===== src/rtl/button_debounce.sv =====
// button_debounce
//   Conditions a raw, bouncing, active-low push-button into a clean
//   active-low level for the downstream lockout stage. A level change is
//   accepted only after it has been sampled on DEBOUNCE_CYCLES+1
//   consecutive rising edges. A change that reverses before then is
//   counted as a rejected bounce.
//
//   State | Meaning
//   ------+----------------------------------------------
//   REL   | released, btn_db = 1
//   PWAIT | qualifying a press, btn_db = 1, settling = 1
//   PRS   | pressed, btn_db = 0
//   RWAIT | qualifying a release, btn_db = 0, settling = 1
//
// Ports:
//   clk        in   system clock, all logic on the rising edge
//   rst_n      in   synchronous active-low reset
//   btn_raw    in   raw button pin, active-low (0 = pressed)
//   btn_db     out  debounced level, active-low, registered
//   settling   out  1 while a candidate level change is being qualified
//   bounce_cnt out  saturating count of aborted qualifications
//
// Build option:
//   DEBOUNCE_SYNC_EN - when defined, btn_raw passes through a 2-flop
//   synchroniser (reset to 1) before the FSM, adding 2 cycles of latency.
//   When undefined, btn_raw must already be synchronous to clk.
module button_debounce #(
  parameter int DEBOUNCE_CYCLES = 500000,
  parameter int CNT_W           = 19,
  parameter int BOUNCE_W        = 8
) (
  input  logic                clk,
  input  logic                rst_n,
  input  logic                btn_raw,
  output logic                btn_db,
  output logic                settling,
  output logic [BOUNCE_W-1:0] bounce_cnt
);

  typedef enum logic [1:0] {
    REL   = 2'd0,
    PWAIT = 2'd1,
    PRS   = 2'd2,
    RWAIT = 2'd3
  } state_t;

  localparam logic [CNT_W-1:0] CNT_TC = CNT_W'(DEBOUNCE_CYCLES - 1);

  logic s;

`ifdef DEBOUNCE_SYNC_EN
  logic sync1_q, sync2_q;

  always_ff @(posedge clk) begin
    if (!rst_n) begin
      sync1_q <= 1'b1;
      sync2_q <= 1'b1;
    end else begin
      sync1_q <= btn_raw;
      sync2_q <= sync1_q;
    end
  end

  assign s = sync2_q;
`else
  assign s = btn_raw;
`endif

  state_t              state_q, state_d;
  logic [CNT_W-1:0]    cnt_q, cnt_d;
  logic                btn_db_q, btn_db_d;
  logic                settling_q, settling_d;
  logic [BOUNCE_W-1:0] bounce_q, bounce_d;
  logic                bounce_inc;

  always_ff @(posedge clk) begin
    if (!rst_n) begin
      state_q    <= REL;
      cnt_q      <= '0;
      btn_db_q   <= 1'b1;
      settling_q <= 1'b0;
      bounce_q   <= '0;
    end else begin
      state_q    <= state_d;
      cnt_q      <= cnt_d;
      btn_db_q   <= btn_db_d;
      settling_q <= settling_d;
      bounce_q   <= bounce_d;
    end
  end

  always_comb begin
    state_d    = state_q;
    cnt_d      = cnt_q;
    btn_db_d   = btn_db_q;
    bounce_inc = 1'b0;
    case (state_q)
      REL: begin
        if (!s) begin
          state_d = PWAIT;
          cnt_d   = '0;
        end
      end
      PWAIT: begin
        // A reversal wins over the terminal count.
        if (s) begin
          state_d    = REL;
          cnt_d      = '0;
          bounce_inc = 1'b1;
        end else if (cnt_q == CNT_TC) begin
          state_d  = PRS;
          btn_db_d = 1'b0;
        end else begin
          cnt_d = cnt_q + CNT_W'(1);
        end
      end
      PRS: begin
        if (s) begin
          state_d = RWAIT;
          cnt_d   = '0;
        end
      end
      RWAIT: begin
        if (!s) begin
          state_d    = PRS;
          cnt_d      = '0;
          bounce_inc = 1'b1;
        end else if (cnt_q == CNT_TC) begin
          state_d  = REL;
          btn_db_d = 1'b1;
        end else begin
          cnt_d = cnt_q + CNT_W'(1);
        end
      end
      default: begin
        state_d  = REL;
        btn_db_d = 1'b1;
        cnt_d    = '0;
      end
    endcase

    settling_d = (state_d == PWAIT) || (state_d == RWAIT);
    bounce_d   = (bounce_inc && (bounce_q != '1)) ? bounce_q + BOUNCE_W'(1) : bounce_q;
  end

  assign btn_db     = btn_db_q;
  assign settling   = settling_q;
  assign bounce_cnt = bounce_q;

endmodule


===== config.mk =====
export PLATFORM = sky130hd
export DESIGN_NAME = button_debounce
export DESIGN_NICKNAME = d
export VERILOG_FILES = /design/src/rtl/button_debounce.sv
export SDC_FILE = /design/constraint.sdc
export NUM_CORES = 1
export LEC_CHECK = 0
export ABC_CLOCK_PERIOD_IN_PS = 2100
export BUFFER_PORTS_ARGS = -buffer_cell sky130_fd_sc_hd__buf_2
export CAP_MARGIN = 20
export CORE_MARGIN = 3
export CORE_UTILIZATION = 58
export CTS_CLUSTER_SIZE = 25
export DETAILED_ROUTE_END_ITERATION = 10
export GPL_TIMING_DRIVEN = 0
export PLACE_DENSITY = 0.76
export SKIP_LAST_GASP = 1
export SLEW_MARGIN = 10
export SYNTH_ARGS = -nofsm -noshare
export SYNTH_HDL_FRONTEND = slang
export SYNTH_SLANG_ARGS = --single-unit

===== constraint.sdc =====
create_clock -name clk -period 2.1 [get_ports clk]
set_input_delay 0.21 -clock clk [delete_from_list [all_inputs] [get_ports clk]]
set_output_delay 0.21 -clock clk [all_outputs]
set_load 0.01 [all_outputs]

Word level (Yosys, flattened, before mapping)

Cells that the tools add are included.

Register bits after elaboration: 31
Word-level logic and storage cells: 47
Input port bits: 3
Output and inout port bits: 10

Reductions and logical operators: 6
Equality and inequality tests: 13
Add/sub/neg operators: 2
Muxes and demuxes: 21

Operator list:

| kind                    | count |
|---|---|
| $mux W19                | 5 |
| $pmux W19 S4            | 1 |
| $add A19 B1 Y19 const B | 1 |
| $eq A19 B19 Y1 const B  | 1 |
| $mux W2                 | 6 |
| $ne A2 B2 Y1 const B    | 6 |
| $add A8 B1 Y8 const B   | 1 |
| $ne A8 B8 Y1 const B    | 1 |
| $pmux W2 S4             | 1 |
| $eq A2 B2 Y1 const B    | 3 |
| $mux W1                 | 6 |
| $reduce_and A5 Y1       | 1 |
| $eq A2 B1 Y1 const B    | 2 |
| $pmux W1 S2             | 2 |
| $logic_not A2 Y1        | 1 |
| $reduce_and A2 Y1       | 1 |
| $reduce_bool A2 Y1      | 1 |
| $logic_and A1 B1 Y1     | 1 |
| $logic_or A1 B1 Y1      | 1 |

Longest topological paths before layout

Depth after elaboration: 6
Gate-level depth with buffers: 6

Least setup slack after synthesis

OpenSTA, ideal clock, no wires.

Kind: reg-to-reg
Start: reg cnt_q[0]
End: reg cnt_q[14]
Data required time: 2.030 ns
Period minus slack after synthesis: 1.944 ns
Slack: 0.156 ns
Data arrival time: 1.874 ns
Stages on the path, launching flop included: 7
Path through: dfxtp_1 ha_1 nand3_1 or4_1 buf_2 or4b_1 a21oi_1

Longest elaborated chain between the ends: 4

RTL lines:

| what                                              | RTL line | RTL |
|---|---|---|
| start: declaration                                | 70       | `logic [CNT_W-1:0] cnt_q, cnt_d;` |
| start signal: assignment                          | 85       | `cnt_q <= cnt_d;` |
| $add A19 B1 Y19 or $eq A19 B19 Y1 (tied branches) | n/a      |  |
| $mux W19 (*)                                      | 110, 128 |  |
| $mux W19 (on tied branches)                       | 124, 106 |  |
| $pmux W19 S4 (*)                                  | 97       | `case (state_q)` |

Mark *: on every way between the ends. The rest lies on a longest branch, timed or not.
A chain may end at the register's enable or synchronous reset.

Final worst setup path

Start: reg cnt_q[5]
End: reg state_q[1]

Longest elaborated chain between the ends: 4

RTL lines:

| what                       | RTL line | RTL |
|---|---|---|
| $eq A19 B19 Y1 (*)         | 110, 128 |  |
| $mux W2 (on tied branches) | 128, 110 |  |
| $mux W2 (on tied branches) | 124, 106 |  |
| $pmux W2 S4 (*)            | 97       |  |
| end signal: assignment     | 84       | `state_q <= state_d;` |
| end: declaration           | 69       | `state_t state_q, state_d;` |

Marks and branches as above.

==> summary.md <==
| Metric | Value |
|---|---|
| Sw Share | 0.2524 |
| Reg-to-reg startpoint | cnt_q[5] |
| Drt pass-1 iters | 4 |
| Period utilization | 0.9815 |
| Cell Area, Placed | 1700 µm² |
| Critical path class | reg -> reg |
| Min-Delay Path Depth | 2 |
| Via-to-Cell Ratio | 6.751 |
| Mapped cell area | 1608 µm² |
| Clock latency on the worst-skew pair | 0.34 ns |
| Pre-CTS setup slack | -0.2009 ns |
| Layout cells sized above 1 | 0.1754 |
| Final Wtd Congestion | 0.8614 |
| Share of the synthesized area in the top cell type | 0.3735 |
| Status | complete, no violations |
| Pint | 758.6 µW |
| Synth-to-layout area growth | 13.54% |
| Total global-route track usage | 0.2673 |
| First-pass GRT wire length | 7.044 mm |
| Number of synthesized flops with an enable pin | 0 |
| Sinks on Clock Net | 30 |
| Post-synthesis cell type count | 41 |
| Final non-filler cell total | 241 |
| Unrepaired setup endpoints after global routing | true |
| Largest net degree at the start of global routing | 11 |
| Area leader, netlist | dfxtp_1 |
| FFs w/ async S/R, synth | 0 |
| Area contributors post-synth | dfxtp_1 37%, a21oi_1 4.7%, nand2_1 4.7%, or4_1 4.2%, o21ai_0 4.0% |
| Cell with the most instances after synthesis | dfxtp_1 |
| Ys Warns | 0 |
| Synth cell count leaders | 30 x dfxtp_1, 20 x nand2_1, 15 x a21oi_1 |
| Die Footprint | 3440 µm² |
| Synth Net Count | 196 |
| Leakage power | 0.6104 nW |
| Worst Clk Skew | 0.01611 ns |
| Worst rel slew slack | 0.5097 |
| # setup viols final | 0 |
| Worst Path Required | 2.34 ns |
| DR vias | 1627 |
| Combinational share of power | 0.068 |
| Number of global-route vias before repair | 1520 |
| Drt wl/cell | 16.70 µm |
| Slew @ Worst Pin | 0.7263 ns |
| Maximum capacitance violations | 0 |
| Fin. max-slew vios | 0 |
| Final #Nets | 215 |
| Crit start category | flop |
| Sequential element share of the synthesized area | 0.3735 |
| Final worst slack | 0.03891 ns |
| Final hold vios | 0 |
| Number of routed nets with antenna violations | 0 |
| Core Region | 2545 µm² |
| Syn avg cell area | 8.418 µm² |
| Final HPWL DP | 2.759 mm |
| # DRC | 0 |
| Pwr/cell area | 555.9 nW/µm² |
| R2R Setup Slk | 0.04 ns |
| Die height | 58.65 µm |
| TritonCTS clock tree | done |
| Finished Cell Area | 1826 µm² |
| Initial Utilization | 0.6318 |
| Placed cells | 232 |
| IO Pins | 13 |
| Final worst path period need | 2.061 ns |
| Num CTS Buffers | 5 |
| F_max | 485.2 MHz |
| Min-delay worst type | in -> reg |
| CTS root buffer | clkbuf_4 |
| Synth Register Bits | 30 |
| Die Width | 58.65 µm |
| Worst r2r path cells | 5 |
| Top_reg_cell synth | dfxtp_1 |
| Total gr overflow | 0 |
| Ant diodes | 0 |
| Crit end category | flop |
| Initial antenna violation count | 0 |
| Critical R2R Capture | state_q[1] |
| Wirelength, routed | 4.024 mm |
| Gate Count Post-Synth | 191 |
| Critical Path AT | 2.30 ns |
| Port bufs | 11 |
| Max IR drop VDD | 495.9 µV |
| Worst hold endpoint | btn_db |
| # rows | 18 |
| Clk network pwr share | 0.360 |
| Min-delay src | rst_n |
| Max Buffers Root-to-Sink | 2 |
| Hold_buf cts | 0 |
| Sw power | 256.1 µW |
| Sequential power share | 0.573 |
| DR iter-0 viols | 166 |
| CTS clk-pin slew, worst paths | 0.10 ns |
| Critical path peak fanout | 10 |
| H-Tree Depth | 2 |
==> power by group through the flow <==
| stage | Clock [mW] | Combinational [mW] | Sequential (mW) |
|---|---|---|---|
| 2_1_floorplan | 0 | 0.0408 | 0.595 |
| 3_3_place_gp | 0 | 0.0606 | 0.595 |
| 3_5_place_dp | 0 | 0.0634 | 0.595 |
| 4_1_cts | 0.375 | 0.0639 | 0.583 |
| 5_1_grt | 0.406 | 0.0766 | 0.583 |
| 6_report | 0.365 | 0.0686 | 0.581 |
==> cell families after synthesis <==
group                    Yosys count  synth area share
XOR/XNOR                           6           0.04125
multiplexers                       2           0.01245
AO/OA/AOI/OAI                     57            0.2335
AND/OR/NAND/NOR                   80            0.2825
flip-flops                        30            0.3735
adder cells (fa/ha/maj)            2           0.01556
buffers and inverters             14           0.04124
==> critical path, stage by stage, from the launching register on <==
cell	delay, ns
dfxtp_1	0.38
or4b_1	0.59
nor3_4	0.34
clkbuf_4	0.29
a31oi_1	0.10
a311oi_1	0.27
==> repair_timing <==
| item | 4_1_cts | 5_1_grt |
|---|---|---|
| gates resized for setup | 5 | 12 |
| pin swaps | 0 | 0 |
| endpoints found under the setup margin | 11 | 13 |
| cloned | 0 | 0 |
| endpoints found under the hold margin | 0 | 0 |
| buffers inserted | 0 | 1 |
==> layout make-up <==
| type | instances | area (µm²) |
|---|---|---|
| buffer | 11 | 58.81 |
| clock buffer | 7 | 55.05 |
| clock inverter | 1 | 5.005 |
| fill | 214 | 719.4 |
| inverter | 3 | 11.26 |
| multi-input combinational | 147 | 984.7 |
| sequential | 30 | 610.6 |
| tap | 30 | 37.54 |
| timing repair buffer | 12 | 62.56 |
==> layer usage <==
| metal | GRT usage | vias up | part of all wire | wire (µm) |
|---|---|---|---|---|
| met4 | 0.09385 | 0 | 0.011 | 44 |
| met5 | 0 | - | 0 | 0 |
| met1 | 0.3406 | 768 | 0.42 | 1690 |
| li1 | - | 780 | - | - |
| met2 | 0.4290 | 73 | 0.49 | 1956 |
| met3 | 0.08114 | 6 | 0.083 | 333 |
==> metrics by stage <==
stage	setup TNS, ns	utilization	hold WS, ns	power (mW)
finish	0	0.7173	0.1218	1.015
global placement	-0.2247	0.6681	0.4638	0.6552
detailed placement	-1.078	0.6681	0.4766	0.6582
global route	-0.1507	0.7173	0.1094	1.065
floorplan	0	-	0.2811	0.6360
CTS	-0.008579	0.7001	0.1097	1.022
==> worst max path at each step <==
stage               startpoint         end  slack (ns)  depth (start not counted)
floorplan             cnt_q[0]   cnt_q[14]        0.16                          6
finish                cnt_q[5]  state_q[1]        0.04                          5
global route          cnt_q[8]  state_q[1]       -0.12                          5
global placement      cnt_q[3]  state_q[1]       -0.14                          5
detailed placement    cnt_q[3]  state_q[1]       -0.20                          5
CTS                   cnt_q[5]  state_q[1]      -0.009                          5
==> flip-flops by register name, indices dropped and copies added, names as in the netlist <==
signal	count
btn_db	1
cnt_q	19
bounce_cnt	8
state_q	2
==> placed cells by master, fill, tap and decap left out, types with 2 or more instances in the layout <==
cell type  instances
a2111o_1           4
a211oi_1           3
a21oi_1           14
a31oi_1            7
a32oi_1            2
and2_1             2
and4_1             3
buf_2             14
clkbuf_1           5
clkbuf_2           2
clkbuf_4           6
dfxtp_1           26
dfxtp_2            2
dfxtp_4            2
inv_1              3
mux2i_1            2
nand2_1           19
nand3_1           11
nand4_1            6
nor2_1             8
o211a_1            2
o211ai_1           4
o21ai_0           13
o311ai_0           2
o31ai_1            2
or3_1              9
or4_1              8
or4b_1             3
xnor2_1            2
xor2_1             3
(Power assumes the default switching activity.)
